$ cat config.mk
export PLATFORM = sky130hd
export DESIGN_NAME = freq_flag_gen
export DESIGN_NICKNAME = d
export VERILOG_FILES = /design/src/rtl/freq_flag_gen_pkg.sv /design/src/rtl/freq_flag_gen_zero_cross_detector.sv /design/src/rtl/freq_flag_gen.sv
export SDC_FILE = /design/constraint.sdc
export NUM_CORES = 1
export LEC_CHECK = 0
export ABC_AREA = 1
export BUFFER_PORTS_ARGS = -buffer_cell sky130_fd_sc_hd__buf_2
export CAP_MARGIN = 20
export CORE_MARGIN = 2
export CORE_UTILIZATION = 30
export DETAILED_ROUTE_END_ITERATION = 8
export GPL_TIMING_DRIVEN = 0
export HOLD_SLACK_MARGIN = 0.15
export SYNTH_ARGS = -nofsm -noshare
export SYNTH_HDL_FRONTEND = slang
export SYNTH_SLANG_ARGS = --single-unit
$ cat constraint.sdc
create_clock -name clk -period 6.44 [get_ports clk]
set_input_delay 1.288 -clock clk [delete_from_list [all_inputs] [get_ports clk]]
set_output_delay 1.288 -clock clk [all_outputs]
set_load 0.05 [all_outputs]
$ cat src/rtl/freq_flag_gen_pkg.sv
`default_nettype none
// ============================================================================
// Module  : freq_flag_pkg
// Brief   : Shared widths, constants and state types for freq_flag_gen.
// Revision: 1.0 - initial release
// ============================================================================
package freq_flag_pkg;

  localparam int            FLAG_W   = 3;
  localparam logic [FLAG_W-1:0] FLAG_MAX = 3'd7;

  typedef enum logic {
    INIT = 1'b0,
    RUN  = 1'b1
  } ffg_state_t;

  typedef enum logic {
    NEG = 1'b0,
    POS = 1'b1
  } sign_t;

endpackage : freq_flag_pkg
`default_nettype wire

$ cat src/rtl/freq_flag_gen_zero_cross_detector.sv
`default_nettype none
// ============================================================================
// Module  : zero_cross_detector
// Brief   : Hysteresis-qualified zero-crossing pulse generator for audio samples.
// Revision: 1.0 - initial release
// ============================================================================
module zero_cross_detector
  import freq_flag_pkg::*;
#(
  parameter int SAMPLE_W = 16,
  parameter int THRESH   = 256
) (
  input  logic                       clk,
  input  logic                       rst_n,
  input  logic signed [SAMPLE_W-1:0] i_sample,
  input  logic                       i_valid,
  output logic                       o_crossing,
  output logic                       o_sign
);

  localparam logic signed [SAMPLE_W-1:0] c_thr_pos = SAMPLE_W'(THRESH);
  localparam logic signed [SAMPLE_W-1:0] c_thr_neg = -c_thr_pos;

  ffg_state_t r_state, w_state_nxt;
  sign_t      r_sign,  w_sign_nxt;
  logic       w_crossing;

  always_ff @(posedge clk) begin
    if (!rst_n) begin
      r_state <= INIT;
      r_sign  <= NEG;
    end else begin
      r_state <= w_state_nxt;
      r_sign  <= w_sign_nxt;
    end
  end

  // The sign seen on the first sample only seeds the state; it is never a crossing.
  always_comb begin
    w_state_nxt = r_state;
    w_sign_nxt  = r_sign;
    w_crossing  = 1'b0;
    if (i_valid) begin
      case (r_state)
        INIT: begin
          w_sign_nxt  = (i_sample >= 0) ? POS : NEG;
          w_state_nxt = RUN;
        end
        RUN: begin
          if (r_sign == POS && i_sample < c_thr_neg) begin
            w_sign_nxt = NEG;
            w_crossing = 1'b1;
          end else if (r_sign == NEG && i_sample > c_thr_pos) begin
            w_sign_nxt = POS;
            w_crossing = 1'b1;
          end
        end
        default: w_state_nxt = INIT;
      endcase
    end
  end

  assign o_crossing = w_crossing;
  assign o_sign     = (r_sign == POS);

endmodule : zero_cross_detector
`default_nettype wire

$ cat src/rtl/freq_flag_gen.sv
`default_nettype none
// ============================================================================
// Module  : freq_flag_gen
// Brief   : Windowed zero-crossing count mapped to a smoothed 3-bit level.
// Revision: 1.0 - initial release
// ============================================================================
module freq_flag_gen
  import freq_flag_pkg::*;
#(
  parameter int SAMPLE_W   = 16,
  parameter int WINDOW_LEN = 1024,
  parameter int BAND_STEP  = 64,
  parameter int THRESH     = 256,
  parameter int DECAY_EN   = 1
) (
  input  logic                       clk,
  input  logic                       rst_n,
  input  logic signed [SAMPLE_W-1:0] audio_sample,
  input  logic                       audio_valid,
  output logic [FLAG_W-1:0]          freq_flag,
  output logic                       flag_update,
  output logic [FLAG_W-1:0]          raw_level
);

  localparam int CNT_W = $clog2(WINDOW_LEN + 1);

  logic [CNT_W-1:0]  r_sample_cnt;
  logic [CNT_W-1:0]  r_cross_cnt;
  logic [FLAG_W-1:0] r_freq_flag;
  logic [FLAG_W-1:0] r_raw_level;
  logic              r_flag_update;

  logic              w_crossing;
  logic              w_sign_unused;
  logic              w_win_done;
  logic [6:0]        w_ge;
  logic [FLAG_W-1:0] w_level;

  zero_cross_detector #(
    .SAMPLE_W (SAMPLE_W),
    .THRESH   (THRESH)
  ) u_zcd (
    .clk        (clk),
    .rst_n      (rst_n),
    .i_sample   (audio_sample),
    .i_valid    (audio_valid),
    .o_crossing (w_crossing),
    .o_sign     (w_sign_unused)
  );

  // Counters hold the final totals for one cycle after the closing sample.
  assign w_win_done = (r_sample_cnt == CNT_W'(WINDOW_LEN));

  generate
    for (genvar k = 1; k <= 7; k++) begin : g_lvl
      assign w_ge[k-1] = (32'(r_cross_cnt) >= 32'(k * BAND_STEP));
    end
  endgenerate

  always_comb begin
    w_level = '0;
    for (int k = 0; k < 7; k++) begin
      if (w_ge[k]) w_level = FLAG_W'(k + 1);
    end
  end

  always_ff @(posedge clk) begin
    if (!rst_n) begin
      r_sample_cnt  <= '0;
      r_cross_cnt   <= '0;
      r_freq_flag   <= '0;
      r_raw_level   <= '0;
      r_flag_update <= 1'b0;
    end else begin
      r_flag_update <= 1'b0;
      if (w_win_done) begin
        r_raw_level   <= w_level;
        r_flag_update <= 1'b1;
        if ((DECAY_EN != 0) && (w_level < r_freq_flag))
          r_freq_flag <= r_freq_flag - FLAG_W'(1);
        else
          r_freq_flag <= w_level;
        // A sample arriving on the restart cycle opens the new window.
        r_sample_cnt <= audio_valid ? CNT_W'(1) : '0;
        r_cross_cnt  <= (audio_valid && w_crossing) ? CNT_W'(1) : '0;
      end else if (audio_valid) begin
        r_sample_cnt <= r_sample_cnt + CNT_W'(1);
        r_cross_cnt  <= r_cross_cnt + CNT_W'(w_crossing);
      end
    end
  end

  assign freq_flag   = r_freq_flag;
  assign flag_update = r_flag_update;
  assign raw_level   = r_raw_level;

endmodule : freq_flag_gen
`default_nettype wire

==> run summary, run 1 <==
The number of max-cap violations came out at 0. The final HPWL from detailed placement came out at 2.41 mm. Counting flops and latches in the post-synthesis netlist gives 31. The met1 usage is 15.2%.

The die height came out at 77.5 microns. The hold violation count in the final report is 0. The clock-pin slew on the worst setup and hold paths is 70 ps. The cell sitting at the root of the clock tree is a clkbuf_8. The final worst setup slack came out at 3350 ps. Cells fill 38.0% of the core in the end. The routed layout has 1527 vias. The start-to-end type of the worst setup path is in -> reg. The die is 77.5 microns wide.

The pre-CTS setup slack came out at 3060 ps. Wires add up to 3.17 mm. The clock sink total is 31. The number of levels in the clock H-tree is 2.

The run finished with clean final reports. The async set-reset flop share out of synthesis is 0%. The tightest min-delay check is of the reg -> reg type.

The number of remaining DRC errors is 0. Setup repair after global routing left no endpoint under its margin. The endpoint type of the worst setup path is a flop. For this run, the total global-route usage over all layers was measured as 12.6%. The placed cell count is 329. After the last flow step, the layout net total stands at 292. The area growth from synthesis to layout is 21.3%. After routing the design area is 0.00197 sq mm. The final setup violation count came out at 0. The switching component of the power is 0.0896 mW. STA classifies the critical path startpoint as a primary input.

The first detailed-routing pass ran for 4 iterations. The routed wire length per instance is 9.40 microns. Measured against its own limit, the worst slew margin works out to 82.4%. TritonCTS built the clock tree. The share of total power in combinational logic came out at 6.1%. The count of buffers from port buffering came out at 25. The remaining antenna violation count came out at 0. The cell taking the most area after synthesis is dfxtp_1. The count of different cell masters after synthesis is 26. Adding up every negative setup slack in the final design gives 0 ps. The final critical-path share of the clock period came out at 48.0%. The met3 usage is 3.37%.

After the flow finishes, the layout carries non-filler instances totaling 337. The core region area is 0.00517 sq mm. The standby leakage power came out at 0.837 nW.

nand2_1 is the most common cell in the netlist. The met2 demand-to-capacity share in global routing is 20.7%. The quantity of gates resized following cts came out at 0. Net switching is 19.9% of the power. The initial core utilization is 31.3%. Hold is met by 473 ps. The arrival time at the worst endpoint is 3270 ps. In this run the core area contains 26 standard-cell rows.

The share of the synthesized area in the top cell type came out at 38.3%. After clock tree synthesis, the flow added hold-fix buffers numbering 0. Per report_power, the clock group accounts for 50.3% of the total. The maximum clock frequency came out at 324 MHz.

The start point of the critical path is audio_sample[15]. The initial antenna violation count is 0. The buffer count from post-CTS setup fixing came out at 0.

In this run the count of I/O pins placed on the die edge is 26. The commonest cells after synthesis are nand2_1 (50), nor2_1 (40), dfxtp_1 (31), inv_1 (23), a21oi_1 (19). The worst-case IR drop observed on VDD is 0.117 mV. The routability congestion estimate came out at 0.782. TritonCTS created 5 clock buffers. The sequential cell fraction of total power is 43.6%.

At the pin with the least slew margin, the transition time is 264 ps. The final-report max-slew violation count is 0. Dividing the detail-routed via count by the number of cells gives 4.53. The maximum buffer depth of the clock tree came out at 2. The portion of the post-synthesis area used by sequential elements came out at 38.3%. Entering global routing, the biggest net connects 11 pins. The first global-routing pass estimated 6.18 mm of wire. In this run, the number of DRC markers left after iteration 0 of detailed routing was 70. The summed instance area of the synthesized netlist came out at 0.00162 sq mm. The placed cell area is 0.00183 sq mm. The number of cells produced by synthesis came out at 234. The count of flip-flops with a built-in enable after synthesis came out at 0.

The total of warnings raised by yosys came out at 0. When the netlist entered floorplanning its net count stood at 260. The average footprint of a synthesized cell came out at 6.92 sq um. For this run the aggregate overflow at the end of global routing stands at 0. The cell internal power dissipation is 0.361 mW. The maximum fanout along the worst path is 4. The total die area came out at 0.00600 sq mm. The total power after layout is 0.450 mW.

In the synthesized netlist the dominant register cell turns out to be dfxtp_1. The clock latency on the worst-skew pair came out at 280 ps. In this run the most critical hold path is launched from raw_level[0].

By area the synthesized netlist is led by dfxtp_1 (38%), nand2_1 (12%), nor2_1 (9.3%). The fraction of layout cells with a size suffix above 1 came out at 19.1%. The worst flop-to-flop path startpoint is u_zcd.o_sign. The clock period could shrink to 3090 ps.

The via count of the first global-routing pass is 1476. The layer with the highest usage is met2. The worst clock skew is 8.16 ps. The areal power density over the cells came out at 229 mW/mm^2. The worst endpoint required time is 6620 ps. The count of antenna diodes in the layout came out at 0.
## worst max-delay path, cell delays in order
cell     delay (ps)
buf_2           120
or2_2           270
nor2_1          100
nand2_1          80
nand2_1          60
nand2_1          60
nor2_1           90
ha_1            190
ha_1            170
nand2_2          80
nor2_2          130
nand2_1          80
nor2_2          100
nand2_1         100
nor2_2          120
nand3_1         100
nor2_1          100
nor2_1           50
## layer usage
layer / vias to the layer above / wire [microns]
met2: 13 / 1450
met1: 687 / 1560
met3: 6 / 88
met4: 0 / 61
met5: - / 0
li1: 821 / -
## flip-flops by register name, indices dropped and copies added (netlist names)
register,cells
flag_update,1
freq_flag,3
u_zcd.r_state,1
r_sample_cnt,11
raw_level,3
u_zcd.o_sign,1
r_cross_cnt,11
## cells by family (layout without fill, tap and decap cells)
family	count (synthesis)	in the layout	synth area share, %
AO/OA/AOI/OAI	33	33	11.3
flip-flops	31	31	38.3
adder cells (fa/ha/maj)	7	7	5.41
XOR/XNOR	3	3	1.62
AND/OR/NAND/NOR	132	132	36.4
buffers and inverters	28	61	7.03
## cells in the final DEF (no fill, tap or decap), drive strengths merged
cell	synthesis	routed
a22o	3	3
inv	25	25
a21oi	19	19
buf	3	28
nor2	48	48
nor3b	1	1
o21a	1	1
xor2	1	1
nand2	54	54
dfxtp	31	31
o21bai	1	1
xnor2	2	2
o22ai	1	1
bufinv	0	2
ha	7	7
o21ai	8	8
clkbuf	0	6
or2	1	1
nor3	7	7
nand3	16	16
nand4	5	5
## power by group through the flow
stage          Sequential [mW]  Combinational, mW  Clock, mW
2_1_floorplan            0.200             0.0176          0
3_3_place_gp             0.201             0.0276          0
3_5_place_dp             0.201             0.0279          0
4_1_cts                  0.196             0.0281      0.234
5_1_grt                  0.196             0.0326      0.242
6_report                 0.196             0.0277      0.226
## path summary, 6_finish.rpt
check	slack [ps]	cells after the start	endpoint
max	3350	18	r_cross_cnt[10]
min	470	1	raw_level[0]
max reg2reg	4140	17	r_cross_cnt[10]
min reg2reg	470	1	raw_level[0]
## final cells by class
class	instances	area, sq um
plain buffers	3	20.0
clock buffers	6	72.6
clock inverters	2	60.1
fillers	546	3210
inverters	25	93.8
multi-input cells	175	886
flip-flops and latches	31	621
well taps	70	87.6
repair buffers	25	125
(Power assumes the default switching activity.)
==> run 2, diff against run 1 <==
- clock period: 6.44 -> 2.5 ns (I/O delays scaled with it)
==> run summary, run 2 (same netlist as run 1, synthesis figures left out) <==
The flow ran to the end, and the final reports show no timing, DRC or antenna violations. The top cell types in the final layout, fill and taps aside, are nand2_1 (49), nor2_1 (40), dfxtp_1 (30), buf_2 (26), inv_1 (23). The area added between synthesis and finish is 23.6%. The total die area came out at 0.00600 sq mm.

The fraction of layout cells with a size suffix above 1 came out at 21.3%. The count of nets left with antenna violations once routing finished came out at 0. The clock latency on the worst-skew pair is 280 ps. 26 I/O pins were placed.

Per report_power, the combinational group accounts for 6.2% of the total. The maximum buffer depth of the clock tree came out at 2. The clock-pin slew on the worst setup and hold paths came out at 70 ps. The first global-routing pass estimated 6.18 mm of wire. The final critical-path share of the clock period is 91.7%. The cell count of the worst hold path is 1. The master cell of the clock root buffer is clkbuf_8. The pin count of the biggest net entering global routing came out at 11. The total of hold buffers inserted after clock tree synthesis is 0. The maximum fanout along the worst path came out at 3. The standby leakage power is 0.838 nW. The worst endpoint required time came out at 2710 ps. Counting every sink on the clock net gives 31.

STA classifies the critical path endpoint as a flop. The count of antenna diodes in the layout came out at 0. Counting cells, the worst reg-to-reg path comes to 17. The final critical-path required period came out at 2290 ps.

The first-iteration detailed-routing DRC count came out at 82. The setup TNS came out at 0 ps. In the final layout, the registers with the most flip-flops are r_cross_cnt: 11 flops, r_sample_cnt: 11 flops. The total power after layout came out at 1.16 mW. The number of max-cap violations is 0.

The final HPWL from detailed placement came out at 2.41 mm. Dividing the detail-routed via count by the number of cells gives 4.55. Global routing used 12.6% of the available tracks. The worst setup path is launched from a flop. The worst hold path belongs to the class reg -> reg.

The routed wire length per instance came out at 9.55 microns. The core region area is 0.00517 sq mm. The area of combinational cells with multiple inputs came out at 913 sq um. The initial core utilization is 31.3%.

The final-report max-slew violation count is 0. The final wirelength is 3.23 mm. For this run the aggregate overflow at the end of global routing stands at 0.

The initial antenna violation count is 0. The arrival time at the worst endpoint came out at 2500 ps. The CTS tree is built. The combined flip-flop and latch cell area came out at 622 sq um. The switching share of power is 19.9%.

The placed cell count is 329. The via count of the first global-routing pass is 1476. At the pin with the least slew margin, the transition time is 252 ps. Per report_power, the sequential group accounts for 43.6% of the total. The most used cell along the critical path is nand2_1. The count of buffers from port buffering came out at 25. The routability congestion estimate is 0.782.

The number of remaining DRC errors came out at 0. The fill cell instance count of the final layout came out at 541. The final core utilization came out at 38.7%.

Per report_power, the clock group accounts for 50.2% of the total. The hold violation count in the final report came out at 0. The worst stage delay on the critical path is 320 ps. The critical path goes through or2_2, nor2_1, nand2_1, nand2_1, nand2_1, nor2_1, ha_2, ha_4, nand2_2, nor2_2, nand2_1, nor2_2, nand2_2, nor2_4, buf_4, nor2_1, nor3_1. The worst clock skew is 7.79 ps.

The cell internal power dissipation is 0.930 mW. The detailed-route via count came out at 1539. The number of rows in the core area is 26. The post-layout net count is 293. The die height came out at 77.5 microns. Among all stages on the critical path, the largest delay is contributed by dfxtp_2. The number of cells in the finished layout apart from fillers is 338.

Setup violations remaining at the end of the flow were counted as 0. The CTS buffer count is 5. The worst slew margin relative to its limit is 83.1%.

The detailed-router iteration count before antenna repair came out at 4. The most frequent standard cell in the layout excluding fill and tap cells is nand2_1. Timing would allow up to 436 MHz. In this run the power density over the cells is 580 mW/mm^2.

For this design the total switching power over the nets is 0.231 mW. In this run the number of H-tree levels came out at 2. The worst setup path is of the reg -> reg kind. The worst vdd rail ir drop is 0.306 mV. The x dimension of the die is 77.5 microns.
run 2: final cells by class:
class                           instances  share of cell area [%]
Sequential cell                        31                    31.1
Multi-Input combinational cell        175                    45.6
Clock inverter                          2                    3.00
Buffer                                  3                    1.00
Tap cell                               70                    4.38
Clock buffer                            6                    3.62
Inverter                               25                    4.69
Timing Repair Buffer                   26                    6.62
run 2: stage by stage:
stage               hold slack [ps]  instance area, sq um  worst slack [ps]
floorplan                       457                  1620               227
global placement                456                  1830             -87.7
detailed placement              461                  1830             -87.9
CTS                             476                  1970               191
global route                    494                  2000             -7.41
finish                          470                  2000               207
run 2: worst max-delay path, delay by kind of cell (launching register included):
kind | cells | cell delay [ps]
simple gates | 14 | 1430
fa+ha+maj | 2 | 350
flops | 1 | 320
buf+inv | 1 | 110
run 2: per-layer routing:
layer | global-route usage [%] | part of all wire, %
met1 | 15.2 | 47
met2 | 20.7 | 47
met5 | 0 | 0
met4 | 5.89 | 1.9
met3 | 3.37 | 3.7
run 2: repair_timing:
action	4_1_cts	5_1_grt
buffers inserted	0	1
gates resized for setup	0	7
endpoints found under the setup margin	0	1
run 2: final timing paths:
path,from,end,slack [ps]
setup / recovery,u_zcd.o_sign,r_cross_cnt[8],210
hold reg to reg,raw_level[2],raw_level[2],470
setup reg to reg,u_zcd.o_sign,r_cross_cnt[8],210
hold / removal,raw_level[2],raw_level[2],470
run 2: power by group through the flow:
stage               clock network, mW  logic (mW)  registers, mW
floorplan                           0      0.0454          0.516
global placement                    0      0.0711          0.517
detailed placement                  0      0.0718          0.517
CTS                             0.603      0.0723          0.505
global route                    0.623      0.0847          0.507
finish                          0.582      0.0721          0.506
==> run 3, diff against run 2 <==
- ABC_AREA: 1 -> not set
==> run summary, run 3 <==
The final critical-path share of the clock period came out at 89.4%. The clock network fraction of total power came out at 40.3%. The top flip-flop cell by instance count after synthesis is dfxtp_1. The class of the tightest hold or removal check is reg -> reg. The critical-path cell with the highest stage delay is or2_2. The initial core utilization is 30.9%. The final wirelength is 3.05 mm. The analysis attributes to net switching a power of 0.222 mW. Dividing the detail-routed wire length by the instance count gives 10.8 microns. The critical path is of the in -> reg type.

The clock sink total is 31. The buffer count from post-CTS setup fixing came out at 0. For this run, the post-layout net count is 238. The number of rows in the core area is 26.

The number of cells produced by synthesis came out at 180. Data arrives at the worst endpoint at 2410 ps. Sorting the synthesized cells by how often they occur yields dfxtp_1 (31), nor2_1 (25), nand2_1 (19), xor2_1 (13), nand4_1 (11). The worst setup path is launched from a primary input. Buffers inserted during clock tree synthesis total 5.

Dividing the synthesized area by the synthesized cell count gives 8.71 sq um. The master cell of the clock root buffer is clkbuf_8. Data on the critical path is required at its endpoint by 2680 ps. The synthesized netlist contains 39 unique library cells. The combinational family with the most area after synthesis is simple AND/OR/NAND/NOR gates. The detail route stage leaves a number of antenna-violating nets equal to 0. The number of remaining DRC errors is 0.

The worst flop-to-flop path startpoint is r_cross_cnt[10]. The post-synthesis mux area share came out at 3.27%. The area added between synthesis and finish came out at 18.8%. The hold path startpoint is freq_flag[1]. Counting flops with an async set or reset pin after synthesis yields a share of 0%.

The count of flip-flops with a built-in enable after synthesis is 0. The first-iteration detailed-routing DRC count came out at 51. The number of levels in the clock H-tree came out at 2. Hold repair after CTS inserted 0 buffers. The number of max-cap violations came out at 0. Buffers placed on the I/O ports in this run total 25. The transition at the pin with the smallest max-transition slack came out at 419 ps. The worst vdd rail ir drop came out at 0.158 mV. The HPWL after detailed placement is 2.19 mm. The flow ran to the end, and the final reports show no timing, DRC or antenna violations.

The total die area came out at 0.00582 sq mm. The routability congestion estimate came out at 0.797. The floorplan step set the die width to 76.3 microns. The clock reaches the later pin of the worst-skew pair after 280 ps.

The cell area after layout came out at 0.00186 sq mm. The hold violation count in the final report is 0. The critical path goes through buf_2, buf_2, nand2_1, or2_2, nand2_1, ha_1, ha_1, nand4_1, nor3_1, xnor2_1, nor2_1. The initial antenna violation count came to 0. The pin count of the biggest net entering global routing is 11. The endpoint identified for the worst register-to-register timing path is freq_flag[2]. Before CTS, the worst setup slack after placement is -47.9 ps.

The maximum buffer depth of the clock tree came out at 2. The share of total power in combinational logic came out at 6.1%. The cell internal power dissipation is 0.723 mW. The clock-pin slew on the worst setup and hold paths is 70 ps. The wire length of the first global-routing pass is 5.40 mm. The areal power density over the cells came out at 508 mW/mm^2. The most frequent cell after synthesis is dfxtp_1. The CTS tree is built. The top cell types in the final layout, fill and taps aside, are dfxtp_1 (31), buf_2 (29), nor2_1 (25), nand2_1 (19), xor2_1 (13). The worst hold path passes through 2 cells. The post-synthesis compound-gate area fraction came out at 9.98%. The fraction of layout cells with a size suffix above 1 is 20.7%. The total overflow left after global routing is 0.

Of the total synthesized cell area, the portion taken by AND, OR, NAND and NOR gates is 26.7%. The final worst setup slack came out at 264 ps. The standby leakage power is 0.827 nW. Yosys printed 0 warnings. The count of antenna diodes in the layout came out at 0.

The fill cell instance count of the final layout is 549. The quantity of gates resized following cts came out at 0. Of all cell types, the one taking the most synthesized area is dfxtp_1.

In the final layout, the registers with the most flip-flops are r_cross_cnt: 11 flops, r_sample_cnt: 11 flops. The worst setup path is captured at a flop. After detailed routing, the number of vias per cell comes to 4.72.

The area share of xor/xnor cells in the synthesized design is 10.6%. By area the synthesized netlist is led by dfxtp_1 (40%), xor2_1 (7.3%), nor2_1 (6.0%). Leaving out fill and tap cells, the most frequent cell in the layout is dfxtp_1. The total of flip-flops plus latches after synthesis is 31. After Yosys synthesis, full adders, half adders and majority gates account for 5.59% of the synthesized area.

The core region area came out at 0.00507 sq mm. The reg2reg setup slack is 480 ps. The clock period could shrink to 2240 ps. The share of the synthesized area in the top cell type came out at 39.6%.

The portion of the post-synthesis area used by sequential elements is 39.6%. After detailed placement, the total cell area comes to 0.00178 sq mm. The depth of the worst register-to-register path is 7. Setup repair after global routing left no endpoint under its margin. The boundary pin count came out at 26. The worst slew margin relative to its limit is 71.8%. The first detailed-routing pass took 4 iterations. In this run the vertical extent of the chip is 76.3 microns. The via count of the first global-routing pass came out at 1247. The sequential cell fraction of total power came out at 53.6%. The maximum fanout along the worst path came out at 10. Counting every net in the synthesized netlist gives 206. Across every metal layer, demand over resource in global routing totals 11.6%. The maximum clock frequency is 447 MHz. In this design, the stage delay of the slowest critical-path cell is 310 ps. Net switching is 23.5% of the power. The final-report max-slew violation count is 0. For hold timing, the worst endpoint is freq_flag[1]. The detailed-route via count is 1335. The worst clock skew is 5.39 ps. The summed instance area of the synthesized netlist came out at 0.00157 sq mm. The final setup violation count is 0.
[run 3: cell types whose count changed in the layout (fill, tap and decap cells not counted), sizes merged, moves of 4 or more]
cell	before	now
nand2	54	20
nor2	48	25
inv	25	8
a21oi	19	3
nand3	16	1
xor2	1	13
and3	0	6
nand4	5	11
mux2i	0	4
xnor2	2	6
[run 3: per-stage QoR]
stage | setup TNS [ps] | util [%] | instances | hold slack [ps] | total power, mW
after global placement | -71.4 | 35.1 | 275 | 458 | 0.575
after floorplan | 0 | - | 180 | 471 | 0.550
after detailed placement | -92.9 | 35.1 | 275 | 468 | 0.576
after CTS | 0 | 36.7 | 283 | 479 | 0.966
final | 0 | 36.7 | 283 | 475 | 0.945
after global routing | 0 | 36.7 | 283 | 501 | 0.998
[run 3: cells by family after synthesis]
family / Yosys count
AND/OR/NAND/NOR: 82
flip-flops: 31
AO/OA/AOI/OAI: 22
XOR/XNOR: 19
buffers and inverters: 14
adder cells (fa/ha/maj): 7
multiplexers: 5
[run 3: power by group through the flow]
| stage | Combinational, mW | Clock, mW | Sequential [mW] |
|---|---|---|---|
| final | 0.0581 | 0.381 | 0.507 |
| after global routing | 0.0673 | 0.424 | 0.507 |
| after CTS | 0.0590 | 0.401 | 0.506 |
| after detailed placement | 0.0586 | 0 | 0.517 |
| after global placement | 0.0574 | 0 | 0.517 |
| after floorplan | 0.0338 | 0 | 0.516 |
[run 3: routing by layer]
layer	part of all wire (%)	vias to the layer above	GRT usage [%]
li1	-	690	-
met1	50	606	14.6
met2	42	33	17.3
met3	4.9	6	4.38
met4	2.6	0	6.00
met5	0	-	0
[run 3: cell type report]
type	instances	area (sq um)	share of cell area [%]
sequential	31	621	33.3
clock buffer	7	76.3	4.10
buffer	6	36.3	1.95
inverter	8	30.0	1.61
tap	70	87.6	4.70
timing repair buffer	25	125	6.72
clock inverter	1	5.00	0.269
multi-input combinational	135	881	47.3
[run 3: worst max-delay path, delay by kind of cell]
kind	cells	cell delay, ps
xor+xnor	1	140
simple gates	6	990
fa+ha+maj	2	370
buf+inv	2	400
[run 3: worst max-delay path by stage]
stage	start	endpoint	slack [ps]	depth (start not counted)
floorplan	audio_valid	r_cross_cnt[10]	360	10
global placement	audio_valid	r_cross_cnt[10]	-50	11
detailed placement	audio_valid	r_cross_cnt[10]	-50	11
CTS	audio_valid	r_cross_cnt[8]	260	11
global route	audio_valid	r_cross_cnt[8]	60	11
finish	audio_valid	r_cross_cnt[10]	260	11
